## src/rtl/alu_arb_pkg.sv

```systemverilog
// Shared types and opcode constants for the ALU arbiter slice.
// Optional illegal-opcode trap: ALU_ARB_OPCHECK_EN.
package alu_arb_pkg;

  localparam int ALU_DATA_W = 8;
  localparam int ALU_SEL_W  = 3;

  typedef enum logic [1:0] {
    IDLE = 2'd0,
    EXEC = 2'd1,
    RESP = 2'd2
  } state_t;

  localparam logic [2:0] OP_FWD       = 3'b000;
  localparam logic [2:0] OP_ADD       = 3'b001;
  localparam logic [2:0] OP_AND       = 3'b010;
  localparam logic [2:0] OP_OR        = 3'b011;
  localparam logic [2:0] OP_MAX_LEGAL = 3'b011;

endpackage

```

## src/rtl/alu_arbiter_if.sv

```systemverilog
// Two-client request/response bundle for the ALU arbiter.
// Index n of each vector belongs to client n.
interface alu_arbiter_if
  import alu_arb_pkg::*;
#(
  parameter int DATA_W = ALU_DATA_W,
  parameter int SEL_W  = ALU_SEL_W
);

  logic [1:0]             req_valid;
  logic [1:0]             req_ready;
  logic [1:0][SEL_W-1:0]  req_sel;
  logic [1:0][DATA_W-1:0] req_a;
  logic [1:0][DATA_W-1:0] req_b;
  logic [1:0]             rsp_valid;
  logic [1:0]             rsp_ready;
  logic [DATA_W-1:0]      rsp_data;
  logic                   rsp_err;

  modport master (
    output req_valid, req_sel, req_a, req_b,
    output rsp_ready,
    input  req_ready, rsp_valid,
    input  rsp_data, rsp_err
  );

  modport slave (
    input  req_valid, req_sel, req_a, req_b,
    input  rsp_ready,
    output req_ready, rsp_valid,
    output rsp_data, rsp_err
  );

endinterface

```

## src/rtl/alu_arbiter_rr_arb2.sv

```systemverilog
// Two-way round-robin grant: on a tie the client
// that did not win last time is granted.
module rr_arb2 (
  input  logic [1:0] req,
  input  logic       last_grant,
  output logic [1:0] grant
);

  always_comb begin
    grant = 2'b00;
    unique case (req)
      2'b01:   grant = 2'b01;
      2'b10:   grant = 2'b10;
      2'b11:   grant = last_grant ? 2'b01 : 2'b10;
      default: grant = 2'b00;
    endcase
  end

endmodule

```

## src/rtl/alu_arbiter.sv

```systemverilog
// Round-robin sequencer for the shared ALU (IDLE/EXEC/RESP).
// ALU_ARB_OPCHECK_EN: trap SEL above OP_MAX_LEGAL with RSP_ERR.
module alu_arbiter
  import alu_arb_pkg::*;
#(
  parameter int DATA_W      = 8,
  parameter int SEL_W       = 3,
  parameter int WAIT_CYCLES = 1
) (
  input  logic              clk,
  input  logic              rst,
  alu_arbiter_if.slave      bus,
  output logic [DATA_W-1:0] alu_data1,
  output logic [DATA_W-1:0] alu_data2,
  output logic [SEL_W-1:0]  alu_select,
  input  logic [DATA_W-1:0] alu_result,
  output logic              busy
);

  localparam int CNT_W =
    (WAIT_CYCLES > 1) ? $clog2(WAIT_CYCLES) : 1;
  localparam logic [CNT_W-1:0] CNT_LOAD =
    CNT_W'(WAIT_CYCLES - 1);

  state_t            state;
  logic              owner;
  logic              last_grant;
  logic [CNT_W-1:0]  cnt;
  logic [SEL_W-1:0]  sel_q;
  logic [DATA_W-1:0] a_q;
  logic [DATA_W-1:0] b_q;
  logic [DATA_W-1:0] data_q;
  logic [1:0]        valid_q;
  logic              busy_q;

  logic [1:0] grant;
  logic [1:0] ready;
  logic       win;
  logic       hs;
  logic       illegal;
  logic [SEL_W-1:0] sel_w;

  rr_arb2 u_rr (
    .req        (bus.req_valid),
    .last_grant (last_grant),
    .grant      (grant)
  );

  // No response-side term here: a new grant needs an IDLE cycle.
  assign ready = (state == IDLE) ? grant : 2'b00;
  assign win   = grant[1];
  assign hs    = |(bus.req_valid & ready);
  assign sel_w = bus.req_sel[win];

  assign bus.req_ready = ready;
  assign bus.rsp_valid = valid_q;
  assign bus.rsp_data  = data_q;
  assign alu_data1     = a_q;
  assign alu_data2     = b_q;
  assign alu_select    = sel_q;
  assign busy          = busy_q;

`ifdef ALU_ARB_OPCHECK_EN
  logic err_q;

  assign illegal     = sel_w > SEL_W'(OP_MAX_LEGAL);
  assign bus.rsp_err = err_q;

  always_ff @(posedge clk or posedge rst) begin
    if (rst) begin
      err_q <= 1'b0;
    end else if (hs) begin
      err_q <= illegal;
    end
  end
`else
  assign illegal     = 1'b0;
  assign bus.rsp_err = 1'b0;
`endif

  always_ff @(posedge clk or posedge rst) begin
    if (rst) begin
      state      <= IDLE;
      owner      <= 1'b0;
      last_grant <= 1'b1;
      cnt        <= '0;
      sel_q      <= '0;
      a_q        <= '0;
      b_q        <= '0;
      data_q     <= '0;
      valid_q    <= 2'b00;
      busy_q     <= 1'b0;
    end else begin
      case (state)
        IDLE: begin
          if (hs) begin
            owner      <= win;
            last_grant <= win;
            busy_q     <= 1'b1;
            if (illegal) begin
              // Trapped op: ALU inputs keep their old values.
              data_q  <= '0;
              valid_q <= grant;
              state   <= RESP;
            end else begin
              sel_q <= sel_w;
              a_q   <= bus.req_a[win];
              b_q   <= bus.req_b[win];
              cnt   <= CNT_LOAD;
              state <= EXEC;
            end
          end
        end
        EXEC: begin
          if (cnt == '0) begin
            data_q  <= alu_result;
            valid_q <= owner ? 2'b10 : 2'b01;
            state   <= RESP;
          end else begin
            cnt <= cnt - 1'b1;
          end
        end
        RESP: begin
          if (bus.rsp_ready[owner]) begin
            valid_q <= 2'b00;
            busy_q  <= 1'b0;
            state   <= IDLE;
          end
        end
        default: begin
          valid_q <= 2'b00;
          busy_q  <= 1'b0;
          state   <= IDLE;
        end
      endcase
    end
  end

endmodule

```

## src/flat_wrapper.sv

```systemverilog
// flat-port wrapper written by rule: the top's interface ports become plain ports
module alu_arbiter_flat import alu_arb_pkg::*;
#(
  parameter int DATA_W      = 8,
  parameter int SEL_W       = 3,
  parameter int WAIT_CYCLES = 1
)
  (clk, rst, alu_data1, alu_data2, alu_select, alu_result, busy, bus_req_valid, bus_req_sel, bus_req_a, bus_req_b, bus_rsp_ready, bus_req_ready, bus_rsp_valid, bus_rsp_data, bus_rsp_err);
  alu_arbiter_if #(.DATA_W(DATA_W), .SEL_W(SEL_W)) bus_i ();
  input  logic clk;
  input  logic rst;
  output logic [DATA_W-1:0] alu_data1;
  output logic [DATA_W-1:0] alu_data2;
  output logic [SEL_W-1:0] alu_select;
  input  logic [DATA_W-1:0] alu_result;
  output logic busy;
  input wire logic [$bits(bus_i.req_valid)-1:0] bus_req_valid;
  input wire logic [$bits(bus_i.req_sel)-1:0] bus_req_sel;
  input wire logic [$bits(bus_i.req_a)-1:0] bus_req_a;
  input wire logic [$bits(bus_i.req_b)-1:0] bus_req_b;
  input wire logic [$bits(bus_i.rsp_ready)-1:0] bus_rsp_ready;
  output wire logic [$bits(bus_i.req_ready)-1:0] bus_req_ready;
  output wire logic [$bits(bus_i.rsp_valid)-1:0] bus_rsp_valid;
  output wire logic [$bits(bus_i.rsp_data)-1:0] bus_rsp_data;
  output wire logic [$bits(bus_i.rsp_err)-1:0] bus_rsp_err;
  assign bus_i.req_valid = bus_req_valid;
  assign bus_i.req_sel = bus_req_sel;
  assign bus_i.req_a = bus_req_a;
  assign bus_i.req_b = bus_req_b;
  assign bus_i.rsp_ready = bus_rsp_ready;
  assign bus_req_ready = bus_i.req_ready;
  assign bus_rsp_valid = bus_i.rsp_valid;
  assign bus_rsp_data = bus_i.rsp_data;
  assign bus_rsp_err = bus_i.rsp_err;
  alu_arbiter #(.DATA_W(DATA_W), .SEL_W(SEL_W), .WAIT_CYCLES(WAIT_CYCLES)) u_core (.clk(clk), .rst(rst), .bus(bus_i), .alu_data1(alu_data1), .alu_data2(alu_data2), .alu_select(alu_select), .alu_result(alu_result), .busy(busy));
endmodule
```

## config.mk

```make
export PLATFORM = sky130hd
export DESIGN_NAME = alu_arbiter_flat
export DESIGN_NICKNAME = d
export VERILOG_FILES = /design/src/rtl/alu_arb_pkg.sv /design/src/rtl/alu_arbiter_if.sv /design/src/rtl/alu_arbiter_rr_arb2.sv /design/src/rtl/alu_arbiter.sv /design/src/flat_wrapper.sv
export SDC_FILE = /design/constraint.sdc
export NUM_CORES = 1
export LEC_CHECK = 0
export ABC_AREA = 1
export BUFFER_PORTS_ARGS = -buffer_cell sky130_fd_sc_hd__buf_2
export CORE_AREA = 2 2 56 84
export DETAILED_ROUTE_END_ITERATION = 7
export DIE_AREA = 0 0 58 86
export GPL_TIMING_DRIVEN = 0
export HOLD_SLACK_MARGIN = 0.1
export PLACE_DENSITY = 0.78
export SYNTH_ARGS = -nofsm -noshare
export SYNTH_HDL_FRONTEND = slang
export SYNTH_SLANG_ARGS = --single-unit
```

## constraint.sdc

```tcl
create_clock -name clk -period 1.1 [get_ports clk]
set_input_delay 0 -clock clk [delete_from_list [all_inputs] [get_ports clk]]
set_output_delay 0 -clock clk [all_outputs]
set_load 0.05 [all_outputs]
```

Yosys cells after proc, flatten, opt, wreduce, memory -nomap -nowiden
Index checks and enable logic that the tools add are counted.
{ "classes": {"addsub": 1, "magnitude_cmp": 2, "n_eq_ne": 8, "muxes": 24, "n_bitwise": 4, "n_reduce_logical": 9} }
{ "op_table": {"columns": ["cell", "n"], "rows": [
  ["$mux W8", 4],
  ["$pmux W2 S3", 3],
  ["$mux W2", 7],
  ["$reduce_and A3 Y1", 3],
  ["$eq A2 B2 Y1 const B", 3],
  ["$mux W1", 6],
  ["$mux W3", 2],
  ["$reduce_and A2 Y1", 3],
  ["$eq A2 B1 Y1 const B", 2],
  ["$lt A1 B2 Y1 const B", 2],
  ["$ne A2 B1 Y1 const B", 2],
  ["$not A1 Y1", 3],
  ["$pmux W1 S3", 1],
  ["$and A2 B2 Y2", 1],
  ["$logic_not A2 Y1", 1],
  ["$ne A2 B2 Y1 const B", 1],
  ["$pmux W1 S2", 1],
  ["$reduce_bool A2 Y1", 1],
  ["$reduce_or A2 Y1", 1],
  ["$sub A1 B1 Y1 const B", 1]
]} }
{ "totals": {"ff_bits": 35, "in_bits": 52, "wordCells": 58} }

Depth between registers and ports, before layout
{ "logic_depth": {"ltp_word": 7, "ltp_mapped": 7, "mapped_depth_nobuf": 6} }

Cells and area by module
From an unflattened synthesis, not the netlist that was laid out.
{ "unflattened": {"hier_cells": 225, "area_unflattened_um2": 1644.1} }
{ "modules_own_cells": {"columns": ["module", "instances", "cells_each", "area_per_inst_um2", "seq_area_each_um2"], "rows": [
  ["alu_arbiter", 1, 220, 1622.8, 852.1],
  ["rr_arb2", 1, 5, 21.3, 0.0]
]} }

Least setup slack after synthesis
No wires, ideal clock.
{ "synth_timing": {"path_kind": "register to output", "from": "reg u_core.state[1]", "to": "out bus_req_ready[0]", "t_arrival_ns": 1.247, "path_slack_ns": -0.147, "path_stages_with_launch": 4, "path_cell_list": "dfrtp_1 -> nor2_2 -> inv_2 -> nor2_1"} }
{ "synth_between": {"elab_chain_len": 2} }
{ "synth_lines": {"columns": ["item", "line_no", "rtl"], "rows": [
  ["from (decl)", "alu_arbiter.sv:25", "state_t state;"],
  ["from (signal assigned)", "alu_arbiter.sv:83", "state <= IDLE;"],
  ["from (signal assigned)", "alu_arbiter.sv:104", "state <= RESP;"],
  ["from (signal assigned)", "alu_arbiter.sv:110", "state <= EXEC;"],
  ["$logic_not A2 Y1", "alu_arbiter.sv:50", "assign ready = (state == IDLE) ? grant : 2'b00;"],
  ["$mux W2", "alu_arbiter.sv:50", null],
  ["to (decl)", "flat_wrapper.sv:22", "output wire logic [$bits(bus_i.req_ready)-1:0] bus_req_ready;"]
]} }
No other way between the ends.

Worst setup path after layout
{ "layout_timing": {"from": "reg u_core.last_grant", "to": "out bus_req_ready[1]"} }
{ "layout_between": {"elab_chain_len": 3} }
{ "layout_lines": {"columns": ["item", "line_no", "rtl"], "rows": [
  ["from (decl)", "alu_arbiter.sv:27", "logic last_grant;"],
  ["from (signal assigned)", "alu_arbiter.sv:98", "last_grant <= win;"],
  ["$mux W2", "alu_arbiter_rr_arb2.sv:14", "2'b11: grant = last_grant ? 2'b01 : 2'b10;"],
  ["$pmux W2 S3", "alu_arbiter_rr_arb2.sv:11", "unique case (req)"],
  ["$mux W2", "alu_arbiter.sv:50", null]
]} }
No other way between the ends.

==> impl_metrics.toml <==
[run_status]
outcome = "complete, but fails checks"
violations = "setup timing"

[clock_network]
cts.path.max_buffers = 2
tritoncts = "yes"
h-tree-depth = 2
clock_latency_ps = 290
root_buffer = "clkbuf_8"
cts_sinks = 34
path_clk_slew_ps = 70
numCtsBuffers = 5

[power]
switchingPower_w = 0.004729
swShare = 0.5108
intPower_w = 0.004528
power_density_mw_per_mm2 = 2987
cellLeakagePower_nw = 1.678
clock_power_share = 0.094
power_frac_comb = 0.656
peakVddDrop_mv = 2.125
seqPwrFrac = 0.250

[grt]
antenna_found_initial = 0
grt_pass1_vias = 2013
overflow = 0
grt_usage = 0.2374
grt_pass1_wl_um = 8976
grt_start_max_net_pins = 35

[critical_path]
worstSetupPathType = "register to output pin"
slowest_delay_ps = 540
cp_cell_sequence = "nand2_2, nand2_2, buf_6, inv_2, nand2_4, inv_2, buf_8"
setup.worst_path.end_class = "output pin"
critPathMaxFanout = 3
critPathTopFamily = "flip-flops"
cp.arrival_ps = 1300
startpoint_type = "register"
crit_buf_inv = 4
required_ps = 1100
cp_slowest_cell = "dfstp_2"

[route]
detail_route.wl_per_cell_um = 14.16
post-route-drc-count = 0
routed-via-count = 1904
ant_nets = 0
wl_um = 5706
avgViaCountPerCell = 4.725
drt-pass1-iter-count = 4
drt-initial-drc-count = 45

[placed_design]
dpl-instance-area_mm2 = 0.002185
hpwl_um = 2881
io_buffers = 83
gp_congestion = 0.8354

[timing]
tns_ps = -4239
rsz0062_at_grt = "true"
timing.hold.ws_ps = 216.3
slew_viol_final = 0
final.setup.worst_slack_ps = -195.8
setup_viol = 35
finalHoldViolCount = 0
period_share = 1.178
fmax_mhz = 771.7
finalClockSkew_ps = 8.039
period_needed_ps = 1296

[final_layout]
final_cell_area_mm2 = 0.003099
final_cell_mix = "buf_2, nand2_1, dlygate4sd3_1, dfrtp_1, inv_1"
diodes = 0
area_delta_synth_final_pct = 81.86
final_common_cell = "buf_2"
nNetsFinal = 409
drive_above_1_share = 0.4958

[floorplanning]
die_x_um = 58
fp-row-count = 29
die_y_um = 86
io_pins = 85
dieArea_mm2 = 0.004988
fp.coreArea_mm2 = 0.004209
start_util = 0.4049

[flow_run]
drv_cap = 0

[yosys]
synth_fp_nets = 253
ys_types = 17
yosysSeqAreaShare = 0.5000
syn_inst = 201
syn_area_mm2 = 0.001704
postSynthAreaPerCell_um2 = 8.478
yosys_warnings = 0
ys_seq_elements = 34

[min_path]
hold_path_class = "primary input to asynchronous set/reset pin"
==> power groups by stage <==
| stage | Sequential (W) | Combinational (W) | Clock (W) |
|---|---|---|---|
| detailed placement | 0.00223 | 0.00477 | 0 |
| floorplan | 0.00415 | 0.00179 | 0 |
| global placement | 0.00221 | 0.00470 | 0 |
| global route | 0.00238 | 0.00644 | 0.000930 |
| CTS | 0.00226 | 0.00557 | 0.000874 |
| finish | 0.00231 | 0.00608 | 0.000870 |
==> logic make-up (layout without fill, tap and decap cells) <==
| group | count (synthesis) | after routing | share of synthesized area |
|---|---|---|---|
| other cells | 1 | 1 | 0.002201 |
| buf+inv | 37 | 193 | 0.1116 |
| simple gates | 98 | 98 | 0.2261 |
| flops | 34 | 34 | 0.5000 |
| compound gates | 23 | 23 | 0.1072 |
| mux | 8 | 8 | 0.05287 |
==> flip-flops by register name, summed over array words and instances, names as in the netlist <==
signal and cells:
u_core.bus.rsp_valid 2, u_core.owner 1, u_core.state 2, u_core.last_grant 1, u_core.alu_data1 8, u_core.alu_data2 8
u_core.bus.rsp_data 8, u_core.busy 1, u_core.alu_select 3
==> Yosys cell counts, drive strengths merged <==
library cell | n | area (um^2)
buf | 10 | 88.83
conb | 1 | 3.750
dfrtp | 33 | 825.8
dfstp | 1 | 26.28
inv | 27 | 101.4
mux2 | 8 | 90.09
nand2 | 72 | 275.3
nand3 | 2 | 10.01
nor2 | 24 | 100.1
o21ai | 23 | 182.7
==> repair_timing <==
| item | in CTS | in global routing |
|---|---|---|
| buffers inserted | 10 | 4 |
| pin swaps | 4 | 3 |
| hold buffers | 48 | 1 |
| gates resized for setup | 41 | 23 |
| hold endpoints to repair | 28 | 33 |
| cloned | 2 | 1 |
| setup endpoints to repair | 30 | 34 |
==> layer usage <==
| metal | up-vias | track usage | part of all wire |
|---|---|---|---|
| met5 | - | 0 | 0 |
| met4 | 0 | 0.1121 | 0.042 |
| met3 | 22 | 0.04977 | 0.043 |
| met2 | 68 | 0.4483 | 0.58 |
| met1 | 897 | 0.2384 | 0.34 |
| li1 | 917 | - | - |
==> final timing paths <==
path                                               start                                  to  slack [ps]  depth (start not counted)
setup / recovery           u_core.last_grant$_DFFE_PP1P_                    bus_req_ready[1]        -200                          7
hold / removal                                       rst  u_core.bus.rsp_data[4]$_DFFE_PP0N_         220                          3
setup reg to reg             u_core.state[1]$_DFFE_PP0P_     u_core.alu_data1[4]$_DFFE_PP0P_        -150                          7
hold reg to reg                  u_core.busy$_DFFE_PP0P_             u_core.busy$_DFFE_PP0P_         480                          2
max in group asynchronous                            rst       u_core.last_grant$_DFFE_PP1P_         380                          4
min in group clk                        bus_req_valid[1]             u_core.busy$_DFFE_PP0P_         220                          6
==> cell type report <==
type	count	area, um^2
Fill cell	279	1110
Timing Repair Buffer	149	1117
Multi-Input combinational cell	130	779.5
Tap cell	46	57.56
Clock buffer	5	68.82
Buffer	10	106.4
Inverter	27	106.4
Sequential cell	34	853.3
Clock inverter	2	10.01
==> tightest hold or removal path, delay by kind of cell <==
family                 cells  cell delay, ps
buffers and inverters      3             890
==> per-stage QoR <==
step | std cells | worst slack (ps) | utilization | total power (W)
3_5_place_dp | 330 | -169.0 | 0.5190 | 0.006996
3_3_place_gp | 330 | -142.2 | 0.5190 | 0.006915
4_1_cts | 397 | -216.9 | 0.6998 | 0.008709
2_1_floorplan | 201 | -36.96 | - | 0.005944
6_report | 403 | -195.8 | 0.7363 | 0.009257
5_1_grt | 403 | -256.9 | 0.7363 | 0.009750
No activity file was read; power rests on OpenSTA's default activity.
